File: config.mk
export PLATFORM = sky130hd
export DESIGN_NAME = angle_to_steps_mc_flat
export DESIGN_NICKNAME = d
export VERILOG_FILES = /design/src/rtl/scara_steps_pkg.sv /design/src/rtl/angle_to_steps_mc_if.sv /design/src/rtl/step_round_sat.sv /design/src/rtl/angle_to_steps_mc.sv /design/src/flat_wrapper.sv
export SDC_FILE = /design/constraint.sdc
export NUM_CORES = 1
export LEC_CHECK = 0
export BUFFER_PORTS_ARGS = -buffer_cell sky130_fd_sc_hd__buf_2
export CAP_MARGIN = 20
export CORE_ASPECT_RATIO = 1.1
export CORE_UTILIZATION = 45
export CTS_CLUSTER_SIZE = 40
export DETAILED_ROUTE_END_ITERATION = 12
export GPL_TIMING_DRIVEN = 0
export PLACE_DENSITY = 0.6
export REMOVE_ABC_BUFFERS = 1
export SLEW_MARGIN = 30
export SYNTH_ARGS = -nofsm -noshare
export SYNTH_HDL_FRONTEND = slang
export SYNTH_HIERARCHICAL = 1
export SYNTH_SLANG_ARGS = --single-unit
export TNS_END_PERCENT = 20
File: constraint.sdc
create_clock -name clk -period 13.5 [get_ports clk]
set_input_delay 2.7 -clock clk [delete_from_list [all_inputs] [get_ports clk]]
set_output_delay 2.7 -clock clk [all_outputs]
set_load 0.05 [all_outputs]
File: src/rtl/scara_steps_pkg.sv
// Shared types, default scaling constants and rounding helper for the angle-to-steps converter.
package scara_steps_pkg;

    typedef enum logic [1:0] {
        IDLE = 2'd0,
        MUL  = 2'd1,
        RND  = 2'd2,
        DONE = 2'd3
    } state_t;

    // 31.831 steps/rad in Q.10
    localparam int unsigned K_STEPS_DEF = 32595;
    localparam int unsigned K_FRAC_DEF  = 10;

    // Arithmetic right shift by s with round-half-away-from-zero (s >= 1).
    // A negative operand gets a bias one smaller so that exact halves move away from zero.
    function automatic logic signed [63:0] round_shift_haz(input logic signed [63:0] prod,
                                                           input int unsigned       s);
        logic signed [63:0] bias;
        bias = 64'sd1 <<< (s - 1);
        if (prod[63]) begin
            bias = bias - 64'sd1;
        end
        return (prod + bias) >>> s;
    endfunction

endpackage

File: src/rtl/angle_to_steps_mc_if.sv
// Request/response bundle between the IK block (master) and the converter (slave).
interface angle_to_steps_mc_if #(
    parameter int unsigned N_CH   = 2,
    parameter int unsigned TH_W   = 13,
    parameter int unsigned STEP_W = 9,
    parameter int unsigned POS_W  = 16
);
    logic                     in_valid;
    logic                     in_ready;
    logic [N_CH*TH_W-1:0]     th;
    logic                     rel_mode;
    logic                     clear_pos;
    logic                     out_valid;
    logic                     out_ready;
    logic [N_CH*STEP_W-1:0]   steps;
    logic [N_CH-1:0]          dir;
    logic [N_CH-1:0]          sat;
    logic [N_CH*POS_W-1:0]    pos;

    modport master (
        output in_valid, th, rel_mode, clear_pos, out_ready,
        input  in_ready, out_valid, steps, dir, sat, pos
    );

    modport slave (
        input  in_valid, th, rel_mode, clear_pos, out_ready,
        output in_ready, out_valid, steps, dir, sat, pos
    );
endinterface

File: src/rtl/step_round_sat.sv
// Combinational round / offset / clamp / abs / direction for one channel.
module step_round_sat
    import scara_steps_pkg::*;
#(
    parameter int unsigned PROD_W = 29,
    parameter int unsigned POS_W  = 16,
    parameter int unsigned STEP_W = 9,
    parameter int unsigned S      = 20
) (
    input  logic signed [PROD_W-1:0] prod,
    input  logic signed [POS_W-1:0]  pos,
    input  logic                     rel_mode,
    output logic [STEP_W-1:0]        steps_c,
    output logic                     dir_c,
    output logic                     sat_c,
    output logic signed [POS_W-1:0]  pos_nxt_c
);
    localparam int unsigned DW = POS_W + 1;
    localparam int unsigned SW = POS_W + 2;
    localparam logic [DW-1:0]        MAG_MAX = DW'((64'd1 << STEP_W) - 64'd1);
    localparam logic signed [SW-1:0] POS_MAX = SW'((64'sd1 <<< (POS_W - 1)) - 64'sd1);
    localparam logic signed [SW-1:0] POS_MIN = ~POS_MAX;

    logic signed [DW-1:0] tgt;
    logic signed [DW-1:0] delta;
    logic signed [DW-1:0] delta_cl;
    logic [DW-1:0]        mag;
    logic [DW-1:0]        mag_cl;
    logic signed [SW-1:0] sum;

    // Target in steps, delta against the current position, clamp and saturating position update.
    always_comb begin
        tgt       = DW'(round_shift_haz(64'(prod), S));
        delta     = rel_mode ? (tgt - DW'(pos)) : tgt;
        dir_c     = ~delta[DW-1];
        mag       = dir_c ? delta : -delta;
        sat_c     = (mag > MAG_MAX);
        mag_cl    = sat_c ? MAG_MAX : mag;
        steps_c   = STEP_W'(mag_cl);
        delta_cl  = dir_c ? $signed(mag_cl) : -$signed(mag_cl);
        sum       = SW'(pos) + SW'(delta_cl);
        pos_nxt_c = POS_W'(sum);
        if (sum > POS_MAX) begin
            pos_nxt_c = POS_W'(POS_MAX);
        end else if (sum < POS_MIN) begin
            pos_nxt_c = POS_W'(POS_MIN);
        end
    end

endmodule

File: src/rtl/angle_to_steps_mc.sv
// Multi-channel joint angle to stepper command converter with one shared multiplier.
module angle_to_steps_mc
    import scara_steps_pkg::*;
#(
    parameter int unsigned N_CH    = 2,
    parameter int unsigned TH_W    = 13,
    parameter int unsigned TH_FRAC = 10,
    parameter int unsigned K_W     = 16,
    parameter int unsigned K_FRAC  = K_FRAC_DEF,
    parameter int unsigned K_STEPS = K_STEPS_DEF,
    parameter int unsigned STEP_W  = 9,
    parameter int unsigned POS_W   = 16
) (
    input  logic               clk,
    input  logic               reset_n,
    angle_to_steps_mc_if.slave bus
);
    localparam int unsigned PROD_W = TH_W + K_W;
    localparam int unsigned S      = TH_FRAC + K_FRAC;
    localparam int unsigned CH_W   = (N_CH > 1) ? $clog2(N_CH) : 1;

    state_t                    state_q, state_nxt;
    logic [CH_W-1:0]           ch_q, ch_nxt;
    logic [N_CH*TH_W-1:0]      th_q;
    logic                      rel_q;
    logic signed [PROD_W-1:0]  prod_q;
    logic                      idle_q;
    logic                      out_valid_q, out_valid_nxt;
    logic [N_CH*STEP_W-1:0]    steps_q;
    logic [N_CH-1:0]           dir_q;
    logic [N_CH-1:0]           sat_q;
    logic [N_CH*POS_W-1:0]     pos_q;

    logic                      ld_in, ld_prod, ld_res, clr_pos;
    logic signed [TH_W-1:0]    th_sel;
    logic signed [POS_W-1:0]   pos_sel;
    logic signed [PROD_W-1:0]  prod_c;
    logic [STEP_W-1:0]         steps_c;
    logic                      dir_c, sat_c;
    logic signed [POS_W-1:0]   pos_nxt_c;

    // Channel operand select and the shared multiplier.
    always_comb begin
        th_sel  = th_q[32'(ch_q) * TH_W +: TH_W];
        pos_sel = pos_q[32'(ch_q) * POS_W +: POS_W];
        prod_c  = PROD_W'(th_sel) * $signed(PROD_W'(K_STEPS));
    end

    step_round_sat #(
        .PROD_W (PROD_W),
        .POS_W  (POS_W),
        .STEP_W (STEP_W),
        .S      (S)
    ) u_round (
        .prod      (prod_q),
        .pos       (pos_sel),
        .rel_mode  (rel_q),
        .steps_c   (steps_c),
        .dir_c     (dir_c),
        .sat_c     (sat_c),
        .pos_nxt_c (pos_nxt_c)
    );

    // State, channel counter and handshake flags.
    always_ff @(posedge clk or negedge reset_n) begin
        if (!reset_n) begin
            state_q     <= IDLE;
            ch_q        <= '0;
            idle_q      <= 1'b0;
            out_valid_q <= 1'b0;
        end else begin
            state_q     <= state_nxt;
            ch_q        <= ch_nxt;
            idle_q      <= (state_nxt == IDLE);
            out_valid_q <= out_valid_nxt;
        end
    end

    // Next-state and datapath strobes; out_valid rises one cycle into DONE.
    always_comb begin
        state_nxt     = state_q;
        ch_nxt        = ch_q;
        out_valid_nxt = 1'b0;
        ld_in         = 1'b0;
        ld_prod       = 1'b0;
        ld_res        = 1'b0;
        clr_pos       = 1'b0;
        unique case (state_q)
            IDLE: begin
                if (bus.clear_pos) begin
                    clr_pos = 1'b1;
                end else if (bus.in_valid && idle_q) begin
                    ld_in     = 1'b1;
                    ch_nxt    = '0;
                    state_nxt = MUL;
                end
            end
            MUL: begin
                ld_prod   = 1'b1;
                state_nxt = RND;
            end
            RND: begin
                ld_res = 1'b1;
                if (ch_q == CH_W'(N_CH - 1)) begin
                    state_nxt = DONE;
                end else begin
                    ch_nxt    = ch_q + CH_W'(1);
                    state_nxt = MUL;
                end
            end
            DONE: begin
                if (out_valid_q && bus.out_ready) begin
                    state_nxt = IDLE;
                end else begin
                    out_valid_nxt = 1'b1;
                end
            end
            default: state_nxt = IDLE;
        endcase
    end

    // Input capture, product register and per-channel result/position registers.
    always_ff @(posedge clk or negedge reset_n) begin
        if (!reset_n) begin
            th_q    <= '0;
            rel_q   <= 1'b0;
            prod_q  <= '0;
            steps_q <= '0;
            dir_q   <= '0;
            sat_q   <= '0;
            pos_q   <= '0;
        end else begin
            if (ld_in) begin
                th_q  <= bus.th;
                rel_q <= bus.rel_mode;
            end
            if (ld_prod) begin
                prod_q <= prod_c;
            end
            if (clr_pos) begin
                pos_q <= '0;
            end else if (ld_res) begin
                steps_q[32'(ch_q) * STEP_W +: STEP_W] <= steps_c;
                dir_q[ch_q]                           <= dir_c;
                sat_q[ch_q]                           <= sat_c;
                pos_q[32'(ch_q) * POS_W +: POS_W]     <= pos_nxt_c;
            end
        end
    end

    assign bus.in_ready  = idle_q & ~bus.clear_pos;
    assign bus.out_valid = out_valid_q;
    assign bus.steps     = steps_q;
    assign bus.dir       = dir_q;
    assign bus.sat       = sat_q;
    assign bus.pos       = pos_q;

endmodule
File: src/flat_wrapper.sv
// flat-port wrapper written by rule: the top's interface ports become plain ports
module angle_to_steps_mc_flat import scara_steps_pkg::*;
#(
    parameter int unsigned N_CH    = 2,
    parameter int unsigned TH_W    = 13,
    parameter int unsigned TH_FRAC = 10,
    parameter int unsigned K_W     = 16,
    parameter int unsigned K_FRAC  = K_FRAC_DEF,
    parameter int unsigned K_STEPS = K_STEPS_DEF,
    parameter int unsigned STEP_W  = 9,
    parameter int unsigned POS_W   = 16
)
  (clk, reset_n, bus_in_valid, bus_th, bus_rel_mode, bus_clear_pos, bus_out_ready, bus_in_ready, bus_out_valid, bus_steps, bus_dir, bus_sat, bus_pos);
  angle_to_steps_mc_if #(.N_CH(N_CH), .TH_W(TH_W), .STEP_W(STEP_W), .POS_W(POS_W)) bus_i ();
  input  logic clk;
  input  logic reset_n;
  input wire logic [$bits(bus_i.in_valid)-1:0] bus_in_valid;
  input wire logic [$bits(bus_i.th)-1:0] bus_th;
  input wire logic [$bits(bus_i.rel_mode)-1:0] bus_rel_mode;
  input wire logic [$bits(bus_i.clear_pos)-1:0] bus_clear_pos;
  input wire logic [$bits(bus_i.out_ready)-1:0] bus_out_ready;
  output wire logic [$bits(bus_i.in_ready)-1:0] bus_in_ready;
  output wire logic [$bits(bus_i.out_valid)-1:0] bus_out_valid;
  output wire logic [$bits(bus_i.steps)-1:0] bus_steps;
  output wire logic [$bits(bus_i.dir)-1:0] bus_dir;
  output wire logic [$bits(bus_i.sat)-1:0] bus_sat;
  output wire logic [$bits(bus_i.pos)-1:0] bus_pos;
  assign bus_i.in_valid = bus_in_valid;
  assign bus_i.th = bus_th;
  assign bus_i.rel_mode = bus_rel_mode;
  assign bus_i.clear_pos = bus_clear_pos;
  assign bus_i.out_ready = bus_out_ready;
  assign bus_in_ready = bus_i.in_ready;
  assign bus_out_valid = bus_i.out_valid;
  assign bus_steps = bus_i.steps;
  assign bus_dir = bus_i.dir;
  assign bus_sat = bus_i.sat;
  assign bus_pos = bus_i.pos;
  angle_to_steps_mc #(.N_CH(N_CH), .TH_W(TH_W), .TH_FRAC(TH_FRAC), .K_W(K_W), .K_FRAC(K_FRAC), .K_STEPS(K_STEPS), .STEP_W(STEP_W), .POS_W(POS_W)) u_core (.clk(clk), .reset_n(reset_n), .bus(bus_i));
endmodule
Word level (Yosys, flattened, before mapping)
Cells that the tools add are included.
- latch bits: 0
- memory bits (read-only): 0
- bits of input ports: 32
- register bits: 115
- RAM bits: 0
- memories kept: 0
- add/sub/neg operators: 8
- $lt $le $gt $ge: 5
- multiply operators: 3
- reduce and logical (&&, ||, !) cells: 9
- multiplexer cells: 33
- eq/ne operators: 5
- shifts and indexed selects: 6
- div/mod/pow operators: 0
- bitwise logic cells: 4
- operators with widths (operator ; number):
    17-bit two-way mux ; 4
    5-bit negator with 34-bit output ; 2
    32-bit two-way mux ; 2
    17-bit negator ; 2
    16-bit by 34-bit variable shift with 32-bit output (first input constant) ; 1
    9-bit by 34-bit variable shift with 18-bit output (first input constant) ; 1
    16-bit by 34-bit variable part select with 32-bit output ; 1
    9-bit by 34-bit variable part select with 18-bit output ; 1
    32-bit bitwise mux ; 1
    16-bit two-way mux ; 2
    32-bit by 6-bit variable part select with 16-bit output ; 1
    29-bit by 21-bit adder with 30-bit output ; 1
    13-bit by 16-bit multiplier with 29-bit output (second input constant) ; 1
    26-bit by 6-bit variable part select with 13-bit output ; 1
    20-bit two-way mux ; 1
    16-bit by 17-bit adder with 18-bit output ; 1
    18-bit bitwise mux ; 1
    18-bit by 16-bit > comparator with 1-bit output (second input constant) ; 1
    18-bit by 16-bit less-than comparator with 1-bit output (second input constant) ; 1
    17-bit by 9-bit > comparator with 1-bit output (second input constant) ; 1
    10-bit by 16-bit subtractor with 17-bit output ; 1
    1-bit two-way mux ; 13
    1-bit by 4-bit multiplier with 5-bit output (second input constant) ; 2
    2-bit two-way mux ; 4
    other kinds (18) ; 26

Longest topological paths before layout
- depth after elaboration: 18
- depth in mapped cells: 45
- mapped depth without buffers: 42

Hierarchy
The synthesis kept the hierarchy.
- modules (own cells, without submodules) (module ; instances ; area each (um^2) ; cells each ; seq. area each (um^2)):
    angle_to_steps_mc ; 1 ; 8981.1 ; 843 ; 2877.8
    step_round_sat ; 1 ; 3575.9 ; 516 ; 0.0

Worst setup path before layout
No wires, ideal clock.
- path kind: reg2reg
- start point: reg u_core.prod_q[28]
- end point: reg u_core.pos_q[23] (netlist: u_core/bus.pos[23])
- data required time: 13.422 ns
- cell stages (with the launch flop): 42
- slack: 4.454 ns
- data arrival time: 8.968 ns
- path buffers: 3
- period minus slack after synthesis: 9.046 ns
- cell sequence: dfrtp_1 -> ha_1 -> a211oi_1 -> o21ai_0 -> a21oi_1 -> a31oi_2 -> a21oi_1 -> ha_1 -> a21oi_1 -> nor2_1 -> a41oi_1 -> a31oi_1 -> o21ai_0 -> a31o_2 -> nor2b_1 -> inv_1 -> clkbuf_1 -> nor2_1 -> (+6 left out) -> o22a_1 -> ha_1 -> a21o_1 -> a21oi_1 -> o21ai_0 -> a21oi_1 -> o21ai_0 -> a211oi_1 -> o31ai_1 -> or2_2 -> nand2_1 -> nand2_1 -> nand2_1 -> nor3_1 -> clkbuf_1 -> o21a_1 -> nand2_1 -> a21oi_1
- word-level cells in the longest chain between the ends: 18
- RTL lines (item ; line ; text):
    start: declaration ; angle_to_steps_mc.sv:26 ; logic signed [PROD_W-1:0] prod_q;
    start signal: assignment ; angle_to_steps_mc.sv:138 ; prod_q <= prod_c;
    20-bit two-way mux ; scara_steps_pkg.sv:21 ; if (prod[63]) begin
    29-bit by 21-bit adder with 30-bit output * ; scara_steps_pkg.sv:24 ; return (prod + bias) >>> s;
    10-bit by 16-bit subtractor with 17-bit output ; step_round_sat.sv:34 ; delta = rel_mode ? (tgt - DW'(pos)) : tgt;
    17-bit two-way mux * ; step_round_sat.sv:34 ;
    17-bit negator ; step_round_sat.sv:36 ; mag = dir_c ? delta : -delta;
    17-bit two-way mux * ; step_round_sat.sv:36 ;
    17-bit by 9-bit > comparator with 1-bit output * ; step_round_sat.sv:37 ; sat_c = (mag > MAG_MAX);
    net u_core.sat_c ; angle_to_steps_mc.sv:39 ; logic dir_c, sat_c;
    (+4 left out) ; -- ;
    18-bit by 16-bit less-than comparator with 1-bit output ; step_round_sat.sv:45 ; end else if (sum < POS_MIN) begin
    16-bit two-way mux ; step_round_sat.sv:45 ;
    16-bit two-way mux * ; step_round_sat.sv:43 ; if (sum > POS_MAX) begin
    net u_core.pos_nxt_c[15] ; angle_to_steps_mc.sv:40 ; logic signed [POS_W-1:0] pos_nxt_c;
    16-bit by 34-bit variable part select with 32-bit output * ; angle_to_steps_mc.sv:146 ; pos_q[32'(ch_q) * POS_W +: POS_W] <= pos_nxt_c;
    32-bit bitwise mux * ; angle_to_steps_mc.sv:146 ;
    32-bit two-way mux * ; angle_to_steps_mc.sv:142 ; end else if (ld_res) begin
    32-bit two-way mux * ; angle_to_steps_mc.sv:140 ; if (clr_pos) begin
    end signal: indexed assignment ; angle_to_steps_mc.sv:146 ;
    end: declaration ; angle_to_steps_mc.sv:32 ; logic [N_CH*POS_W-1:0] pos_q;
Mark *: on every way through the listed nets, which the timed path passes. The rest lies on a longest branch. The select of a mux whose other input is x is not followed.
A chain may end at the register's enable or synchronous reset.

Worst setup path after layout
- start point: reg u_core.prod_q[28]
- end point: reg u_core.pos_q[30] (netlist: u_core/bus.pos[30])
Same word-level chain as after synthesis.

==> reports/metrics.csv <==
metric;value;unit
clock sink total;115;
RSZ-0062 raised after global routing;false;
share of layout cells above drive strength 1;17.0;%
top_reg_cell synth;sky130_fd_sc_hd__dfrtp_1;
cell chosen for the clock root;sky130_fd_sc_hd__clkbuf_16;
clock transition at the register clock pins on the worst setup and hold paths after CTS;70;ps
Die H;177;microns
hold-critical path endpoint;u_core/bus.steps[9];
detailed-route vias per instance;5.51;
Core Rows;63;
commonest non-fill, non-tap cell in the layout;sky130_fd_sc_hd__nand2_1;
fin crit period;11980;ps
total vias in the final route;9872;
number of buffer cells added on primary ports;87;
number of hold buffers added after cts;0;
library cell appearing most often on the critical path;sky130_fd_sc_hd__a21oi_1;
Synth Cell Area;0.0126;sq mm
total clock buffers created by CTS;17;
Slew HR;37.5;%
nature of the critical path startpoint;flop;
biggest cell delay along the critical path;950;ps
Detail Route Antenna Nets;0;
CTS-repair resized insts;0;
clock tree from TritonCTS;yes;
H-tree levels;4;
WL/cell;16.7;microns
endpoint class of the critical path;flop;
skew final;18.2;ps
Hold Path Cell Cnt;2;
number of distinct standard cells referenced by the synthesized netlist;95;
share of the clock period used by the worst path after layout;88.8;%
antenna fix cells;0;
worst reg2reg startpoint;u_core/prod_q[28];
cell count after synthesis;1359;
drt initial violations;494;
hold path startpoint;u_core/bus.steps[9];
count of synthesis-stage warnings from yosys;6;
post-synthesis async set-or-reset flop share;100;%
arrival time worst endpoint;12330;ps
cell area reported after detailed placement;0.0133;sq mm
total negative setup slack;0;ps
synthesized area per cell;9.24;sq um
number of failing hold endpoints at the final stage;0;
r2r worst-path depth;38;
I/O pins;88;
fmax;0.0834;GHz
insertion delay to the later sink of the worst-skew pair;420;ps
horizontal extent of the die;161;microns
status;finished, final reports clean;
Tightest Hold Check Type;flop to flop;
endpoint of the most critical register-to-register path;u_core/bus.pos[30];
number of flops mapped to enable cells by yosys;0;
placed cell count;1759;
remaining design rule violation count;0;
Max-Cap Viols;0;
wire length of the first global-routing pass;48.8;mm
setup-violating endpoint count in the final report;0;
Routability Congestion;0.856;
pin count of the biggest net entering global routing;85;
placed wire-length estimate;23.7;mm
biggest fanout along the worst timing path;30;
final instance area;0.0140;sq mm
CP Data Required Time;13850;ps
Area growth, synth to finish;11.1;%
number of non-filler instances in the completed layout;1791;
count of buffers added by post-CTS timing repair for setup;0;
setup slack of the worst register-to-register path;1520;ps
measured slew at the worst slew-check pin;938;ps
buffers from clock root to sink, at most;2;
post-synthesis register bit count;115;
global-route usage over all layers;21.5;%
drt first pass iters;5;
Setup Crit Path Kind;flop to flop;
area of the placeable core;0.0272;sq mm
Final nets;1688;
number of antenna violations at the first check in global routing;0;
fill cell instance count of the final layout;2557;
proportion of synthesized chip area in sequential cells;22.9;%
total detailed-routing wirelength;29.8;mm
effective utilization at floorplan;46.2;%
number of pins with negative max-slew slack in the final report;0;
top library cells by usage in the layout, fill and taps aside;sky130_fd_sc_hd__nand2_1, sky130_fd_sc_hd__ha_1, sky130_fd_sc_hd__inv_1;
Die Footprint;0.0286;sq mm
number of global-route vias before repair;9841;
global route total overflow;0;
slowest cell on the critical path;sky130_fd_sc_hd__dfrtp_1;
## how the worst max path moves through the flow
stage	to	slack, ps	from
3_3_place_gp	u_core/bus.pos[24]	630	u_core/prod_q[28]
5_1_grt	u_core/bus.pos[30]	560	u_core/prod_q[28]
2_1_floorplan	u_core/bus.pos[18]	3580	u_core/prod_q[28]
6_report	u_core/bus.pos[30]	1520	u_core/prod_q[28]
4_1_cts	u_core/bus.pos[20]	780	u_core/prod_q[28]
3_5_place_dp	u_core/bus.pos[20]	870	u_core/prod_q[28]
## cell type report
cell class / count / area (sq um) / share of cell area [%]
Tap cell: 357 / 447 / 3.20
Clock buffer: 19 / 443 / 3.17
Timing Repair Buffer: 92 / 576 / 4.12
Multi-Input combinational cell: 1055 / 8910 / 63.9
Inverter: 140 / 526 / 3.77
Sequential cell: 115 / 2880 / 20.6
Clock inverter: 13 / 173 / 1.24
## sequential cells by signal, indices dropped and copies added, names as in the netlist
signal	cells
u_core/bus.pos	32
u_core/ch_q	1
u_core/state_q	2
u_core/prod_q	29
u_core/rel_q	1
u_core/th_q	26
u_core/idle_q	1
u_core/bus.steps	18
u_core/bus.out_valid	1
u_core/bus.dir	2
u_core/bus.sat	2
## critical path: cells and delay by family, from the launching register on
kind	cells	cell delay [ps]
AND/OR/NAND/NOR	11	2790
AO/OA/AOI/OAI	21	6210
flip-flops	1	950
buffers and inverters	1	430
adder cells (fa/ha/maj)	4	1390
multiplexers	1	110
## cell families (layout without fill, tap and decap cells)
| family | Yosys count | count (layout) | synth area share, % |
|---|---|---|---|
| AO/OA/AOI/OAI | 313 | 313 | 17.9 |
| XOR/XNOR | 57 | 57 | 3.98 |
| adder cells (fa/ha/maj) | 235 | 235 | 27.4 |
| buffers and inverters | 189 | 264 | 6.44 |
| flip-flops | 115 | 115 | 22.9 |
| multiplexers | 79 | 79 | 6.98 |
| AND/OR/NAND/NOR | 371 | 371 | 14.4 |
## cell usage after synthesis, types with 4 or more instances
cell type,count,area share [%]
sky130_fd_sc_hd__o21ai_1,13,0.52
sky130_fd_sc_hd__mux2i_1,13,1.0
sky130_fd_sc_hd__nand2b_1,9,0.45
sky130_fd_sc_hd__o31ai_2,5,0.50
sky130_fd_sc_hd__xor2_1,21,1.5
sky130_fd_sc_hd__xnor2_1,36,2.5
sky130_fd_sc_hd__a22o_1,17,1.2
sky130_fd_sc_hd__or3_1,9,0.45
sky130_fd_sc_hd__and2_1,10,0.50
sky130_fd_sc_hd__buf_2,13,0.52
sky130_fd_sc_hd__o211ai_1,7,0.42
sky130_fd_sc_hd__mux2_1,6,0.54
sky130_fd_sc_hd__o21ai_0,45,1.8
sky130_fd_sc_hd__a211oi_1,10,0.60
sky130_fd_sc_hd__buf_6,6,0.54
sky130_fd_sc_hd__o21a_1,28,1.7
sky130_fd_sc_hd__dfrtp_1,115,23
sky130_fd_sc_hd__o31ai_1,7,0.42
sky130_fd_sc_hd__a21oi_1,76,3.0
sky130_fd_sc_hd__nor2_1,48,1.4
sky130_fd_sc_hd__nand3b_1,4,0.24
sky130_fd_sc_hd__a211oi_2,6,0.60
sky130_fd_sc_hd__fa_1,66,11
sky130_fd_sc_hd__nor3_1,22,0.88
sky130_fd_sc_hd__nor2b_1,11,0.55
sky130_fd_sc_hd__a21o_1,22,1.3
sky130_fd_sc_hd__buf_1,4,0.12
sky130_fd_sc_hd__nand2_1,170,5.1
sky130_fd_sc_hd__a21boi_0,8,0.48
sky130_fd_sc_hd__nand3_1,25,1.0
sky130_fd_sc_hd__inv_1,139,4.2
sky130_fd_sc_hd__nor3b_1,6,0.36
sky130_fd_sc_hd__nand4_1,16,0.80
sky130_fd_sc_hd__and3_1,10,0.50
sky130_fd_sc_hd__a31oi_1,15,0.75
sky130_fd_sc_hd__or2_2,6,0.30
sky130_fd_sc_hd__mux2_2,59,5.3
sky130_fd_sc_hd__clkbuf_1,21,0.63
sky130_fd_sc_hd__ha_1,169,17
## metal layers
metal	wire length (microns)	up-vias	track usage (%)	share of wire, %
li1	-	4914	-	-
met4	982	0	9.36	3.3
met2	15500	182	39.7	52
met5	0	-	0	0
met1	12600	4717	24.6	42
met3	784	59	2.79	2.6
## per-stage QoR
stage               hold slack (ps)  setup WS, ps  utilization (%)
floorplan                       450          3580                -
global placement                453           634             48.4
detailed placement              457           867             49.0
CTS                             472           784             51.3
global route                    499           565             51.3
finish                          467          1520             51.3
Power is not shown: default switching activity piles up to over one toggle a cycle in this logic, so the estimate is an artifact.
